File: src/rtl/p_hit_sched.sv
// p_hit_sched: round-robin scheduler sharing one fixed-latency p_hit pipeline
// among N_REQ requesters, with result tag realignment and result-buffer credits.
module p_hit_sched #(
   parameter int N_REQ   = 4,
   parameter int LAT     = 8,
   parameter int CREDITS = 8
) (
   input  logic                     clock,
   input  logic                     reset,
   input  logic                     en,
   input  logic [N_REQ-1:0]         req_empty,
   output logic [N_REQ-1:0]         req_rd_en,
   output logic                     dp_in_valid,
   output logic [$clog2(N_REQ)-1:0] dp_sel,
   output logic                     out_valid,
   output logic [$clog2(N_REQ)-1:0] out_tag,
   input  logic                     buf_rd_en,
   output logic [3:0]               credits,
   output logic                     busy
);

   localparam int         SW       = $clog2(N_REQ);
   localparam int         CW       = $clog2(LAT + 2) + 1;
   localparam logic [3:0] CRED_MAX = 4'(CREDITS);

   typedef enum logic [1:0] {
      IDLE,
      RUN,
      DRAIN
   } state_t;

   state_t         state, state_nxt;
   logic [SW-1:0]  rr_ptr;
   logic [SW-1:0]  grant_idx;
   logic [SW-1:0]  cand;
   logic           grant_found;
   logic           issue;
   logic [LAT-1:0] sr_valid;
   logic [SW-1:0]  sr_tag [LAT];
   logic [CW-1:0]  in_flight, in_flight_nxt;

   // Search starts one past the last grant; the wrap is free since N_REQ is a power of two.
   always_comb begin
      grant_found = 1'b0;
      grant_idx   = '0;
      cand        = '0;
      for (int unsigned i = 1; i <= N_REQ; i++) begin
         cand = rr_ptr + SW'(i);
         if (!grant_found && !req_empty[cand]) begin
            grant_found = 1'b1;
            grant_idx   = cand;
         end
      end
   end

   always_comb begin
      issue     = !reset && en && (credits != '0) && grant_found;
      req_rd_en = '0;
      if (issue) begin
         req_rd_en[grant_idx] = 1'b1;
      end
   end

   assign out_valid = sr_valid[LAT-1];
   assign out_tag   = sr_tag[LAT-1];
   assign busy      = (state != IDLE);

   always_comb begin
      in_flight_nxt = in_flight;
      if (dp_in_valid && !out_valid) begin
         in_flight_nxt = in_flight + CW'(1);
      end else if (!dp_in_valid && out_valid) begin
         in_flight_nxt = in_flight - CW'(1);
      end
   end

   // Leaving for IDLE is decided on the cycle the last result retires.
   always_comb begin
      state_nxt = state;
      unique case (state)
         IDLE: begin
            if (issue) state_nxt = RUN;
         end
         RUN: begin
            if (!issue) begin
               state_nxt = (in_flight_nxt == '0) ? IDLE : DRAIN;
            end
         end
         DRAIN: begin
            if (issue) begin
               state_nxt = RUN;
            end else if (in_flight_nxt == '0) begin
               state_nxt = IDLE;
            end
         end
         default: state_nxt = IDLE;
      endcase
   end

   always_ff @(posedge clock or posedge reset) begin
      if (reset) begin
         state       <= IDLE;
         rr_ptr      <= SW'(N_REQ - 1);
         dp_in_valid <= 1'b0;
         dp_sel      <= '0;
         credits     <= CRED_MAX;
         in_flight   <= '0;
         sr_valid    <= '0;
         for (int unsigned i = 0; i < LAT; i++) begin
            sr_tag[i] <= '0;
         end
      end else begin
         state       <= state_nxt;
         in_flight   <= in_flight_nxt;
         dp_in_valid <= issue;
         if (issue) begin
            rr_ptr <= grant_idx;
            dp_sel <= grant_idx;
         end
         if (issue && !buf_rd_en) begin
            credits <= credits - 4'd1;
         end else if (!issue && buf_rd_en && (credits != CRED_MAX)) begin
            credits <= credits + 4'd1;
         end
         sr_valid[0] <= dp_in_valid;
         sr_tag[0]   <= dp_sel;
         for (int unsigned i = 1; i < LAT; i++) begin
            sr_valid[i] <= sr_valid[i-1];
            sr_tag[i]   <= sr_tag[i-1];
         end
      end
   end

endmodule

File: config.mk
export PLATFORM = sky130hd
export DESIGN_NAME = p_hit_sched
export DESIGN_NICKNAME = d
export VERILOG_FILES = /design/src/rtl/p_hit_sched.sv
export SDC_FILE = /design/constraint.sdc
export NUM_CORES = 1
export LEC_CHECK = 0
export CORE_UTILIZATION = 40
export CTS_CLUSTER_SIZE = 16
export DETAILED_ROUTE_END_ITERATION = 8
export MAX_ROUTING_LAYER = met4
export PLACE_DENSITY = 0.62
export SYNTH_ARGS = -nofsm -noshare
export SYNTH_HDL_FRONTEND = slang
export SYNTH_SLANG_ARGS = --single-unit
File: constraint.sdc
create_clock -name clock -period 2.3 [get_ports clock]
set_clock_uncertainty 0.1 [all_clocks]
set_input_delay 0.575 -clock clock [delete_from_list [all_inputs] [get_ports clock]]
set_output_delay 0.575 -clock clock [all_outputs]
set_load 0.1 [all_outputs]
==> results of run 1 <==
-- through the flow --
stage               total power (uW)  setup slack (ns)  hold WS, ns  cells
floorplan                       2510            -0.283        0.231    143
global placement                2920            -0.461        0.232    225
detailed placement              2970            -0.518        0.235    225
CTS                             3610            -0.231        0.254    239
global route                    3830            -0.262        0.258    241
finish                          3630            -0.210        0.251    241
-- cells in the final DEF (no fill, tap or decap), types with 3 or more instances in the layout --
| cell | n |
|---|---|
| a21oi_1 | 8 |
| a31oi_1 | 3 |
| buf_12 | 9 |
| buf_4 | 29 |
| clkbuf_8 | 5 |
| dfrtp_1 | 32 |
| dfrtp_2 | 4 |
| dlygate4sd2_1 | 3 |
| inv_1 | 7 |
| mux2i_1 | 4 |
| nand2_1 | 6 |
| nand3_1 | 4 |
| nor2_1 | 6 |
| or3_1 | 3 |
| xnor2_1 | 5 |
-- cell type report --
type | instances | area (um^2)
clock inverter | 3 | 42.5
sequential | 40 | 1020
multi-input combinational | 88 | 721
timing repair buffer | 47 | 484
clock buffer | 5 | 68.8
inverter | 8 | 37.5
tap | 50 | 62.6
fill | 319 | 1620
-- report_power, final --
group          leakage, uW  internal, uW  total [uW]  switching [uW]
logic             0.000551           682        1870            1190
clock network    0.0000541           321         553             232
registers         0.000480          1020        1210             183
-- worst min-delay path by stage --
stage	startpoint	end	slack (ns)
6_report	sr_valid[2]$_DFF_PP0_	sr_valid[3]$_DFF_PP0_	0.25
5_1_grt	sr_valid[1]$_DFF_PP0_	sr_valid[2]$_DFF_PP0_	0.26
4_1_cts	sr_tag[5]$_DFF_PP0_	sr_tag[3]$_DFF_PP0_	0.25
3_3_place_gp	sr_tag[2]$_DFF_PP0_	out_tag[0]$_DFF_PP0_	0.23
2_1_floorplan	sr_valid[6]$_DFF_PP0_	sr_valid[7]$_DFF_PP0_	0.23
3_5_place_dp	sr_tag[2]$_DFF_PP0_	out_tag[0]$_DFF_PP0_	0.23
-- worst register-to-register path, stage by stage (launching register included) --
cell and delay [ns]:
dfrtp_4 0.48, or4_4 0.55, nand3_4 0.12, buf_4 0.14, nor2_2 0.03, xor2_1 0.14, ha_2 0.34, a21oi_1 0.04
o21a_1 0.18, a311oi_2 0.20
-- cells by family after synthesis --
kind of cell | after synthesis | synth area share
AOI/OAI and AO/OA | 28 | 0.113
xor gates and xnor gates | 6 | 0.0306
adders and majority gates | 3 | 0.0218
buffers and inverters | 15 | 0.0466
DFF | 40 | 0.584
muxes | 6 | 0.0408
and+or+nand+nor | 45 | 0.163
-- sequential cells by signal, summed over array words and instances, names as in the netlist --
register     count
dp_sel           2
in_flight        5
dp_in_valid      1
rr_ptr           2
sr_tag          14
out_tag          2
sr_valid         8
state            2
credits          4
-- repair_timing --
| action | in CTS | in global routing |
|---|---|---|
| setup endpoints to repair | 6 | 6 |
| pin swaps | 9 | 5 |
| gates resized for setup | 17 | 6 |
| endpoints found under the hold margin | 0 | 0 |
| gates cloned | 0 | 0 |
| buffers inserted | 6 | 2 |
-- metal layers --
metal / share of wire / track usage
met4: 0.020 / 0.0878
met3: 0.041 / 0.0405
met2: 0.49 / 0.254
met1: 0.44 / 0.204
met5: 0 / -
==> key figures, run 1 <==
Critical path
  • Worst Setup EP: req_rd_en[1]
  • WP depth: 7
  • Worst Path Buf+Inv: 3
  • Most Frequent Cell on Critical Path: buf_12
  • Slowest stage delay, CP: 0.55 ns
  • Reg-to-Reg Start: credits[1]$_DFFE_PP0P_
  • Critical path data arrival time: 1.83 ns
  • FF-to-FF path depth: 9
  • Crit start category: flop
  • RR Endpoint: credits[1]$_DFFE_PP0P_
  • Worst setup path start: credits[1]$_DFFE_PP0P_
  • Top delay family on crit path: simple AND/OR/NAND/NOR gates
  • Critical Path Fanout Max: 4
  • Cell chain of the critical path: or4_4 -> nand3_4 -> buf_12 -> inv_8 -> nand2_8 -> nor2b_4 -> buf_12
  • R2r setup slk: -0.10 ns
  • Critical path required time: 1.62 ns
  • Slowest cell on crit path: or4_4
  • Crit end category: primary output
  • Critical path class: reg2out

Placement
  • Gpl congestion: 0.825
  • Dpl cell area: 2200 um^2
  • Post-DP HPWL: 2240 um
  • Port Buffer Count: 22

Synth
  • Register bit total from synthesis: 40
  • Synthesized instance count: 143
  • Cell variety after synth: 47
  • Most common flop cell mapped by yosys: dfrtp_1
  • Syn avg cell area: 12.0 um^2
  • Synth warnings: 0
  • Synth top cells by count: dfrtp_1, a21oi_1, nor2_1
  • Synth top area share: 0.539
  • EDFF count, synth: 0
  • Synthesized area: 1720 um^2
  • Ys async rst share: 1.00
  • Syn Nets: 154
  • Sequential cell area fraction in the yosys report: 0.584
  • Area leader, netlist: dfrtp_1
  • Cell with the most instances after synthesis: dfrtp_1
  • Ranking of synthesized cells by area: dfrtp_1, dfstp_2, xnor2_1

Die
  • IO Count: 23
  • Placement Rows: 23
  • Starting Density: 0.424
  • Die ar.: 4560 um^2
  • Die W: 67.6 um
  • Die height: 67.6 um
  • CORE AREA: 4060 um^2

CTS
  • CTS max path bufs: 2
  • CTS H-Tree Depth: 2
  • CTS root buf: clkbuf_8
  • # clock sinks: 40
  • Worst skew pair latency: 0.29 ns
  • CTS tree: done
  • Clock Pin Slew Worst Setup and Hold Paths: 0.07 ns
  • TritonCTS Buffers: 5
  • Post-CTS Hold Fix Bufs: 0

Min path
  • Worst Hold Depth: 0
  • Hold Crit Class: reg2reg

Drt
  • Detail Route Antenna Nets: 0
  • Drt total wl: 3190 um
  • First-pass DRT Iterations: 4
  • Vias per cell: 5.03
  • Via Count: 1213
  • Drt wl/cell: 13.2 um
  • Initial detailed-routing violation count: 42
  • Drc violations: 0

Power
  • Pwr per Cell Area: 1490 nW/um^2
  • Leak: 0.00108 uW
  • Peak supply drop: 1.10 mV

Timing
  • Unrepaired setup endpoints after global routing: true
  • Final worst slack: -0.210 ns
  • Worst-Margin Slew: 0.482 ns
  • FMAX: 398 MHz
  • Count of final setup violators: 5
  • Crit path time final: 2.51 ns
  • Setup tns final: -0.857 ns
  • Hold Vio Cnt, Final: 0
  • Final Cycle Share: 1.09
  • Slew Limit Headroom: 0.679
  • Slew Viols, Final: 0

Finish
  • # nets final: 201
  • Post-Route Utilization: 0.600
  • Area grow syn2layout: 41.6%
  • Share of layout cells above drive strength 1: 0.424
  • Number of diodes: 0
  • Finished layout cell area: 2430 um^2

Outcome
  • Failing checks: setup timing
  • Status: finished, violations left

Global route
  • First-pass GRT wire length: 5260 um
  • Vias in the first global route: 1138
  • Tot GR Track Use: 0.167
  • Largest net degree at the start of global routing: 41
  • Remaining Overflow, GRT: 0
  • Initial antenna violation count: 0

Flow run
  • Max-cap viol count: 0
(Power assumes the default switching activity.)
==> run 2, diff against run 1 <==
--- a/config.mk
+++ b/config.mk
@@ -6,6 +6,7 @@
 export NUM_CORES = 1
 export LEC_CHECK = 0
 export CORE_UTILIZATION = 40
+export CTS_CLUSTER_DIAMETER = 150
 export CTS_CLUSTER_SIZE = 16
 export DETAILED_ROUTE_END_ITERATION = 8
 export MAX_ROUTING_LAYER = met4
==> results of run 2 <==
The final DEF is identical to that of run 1; final timing and power are the same.
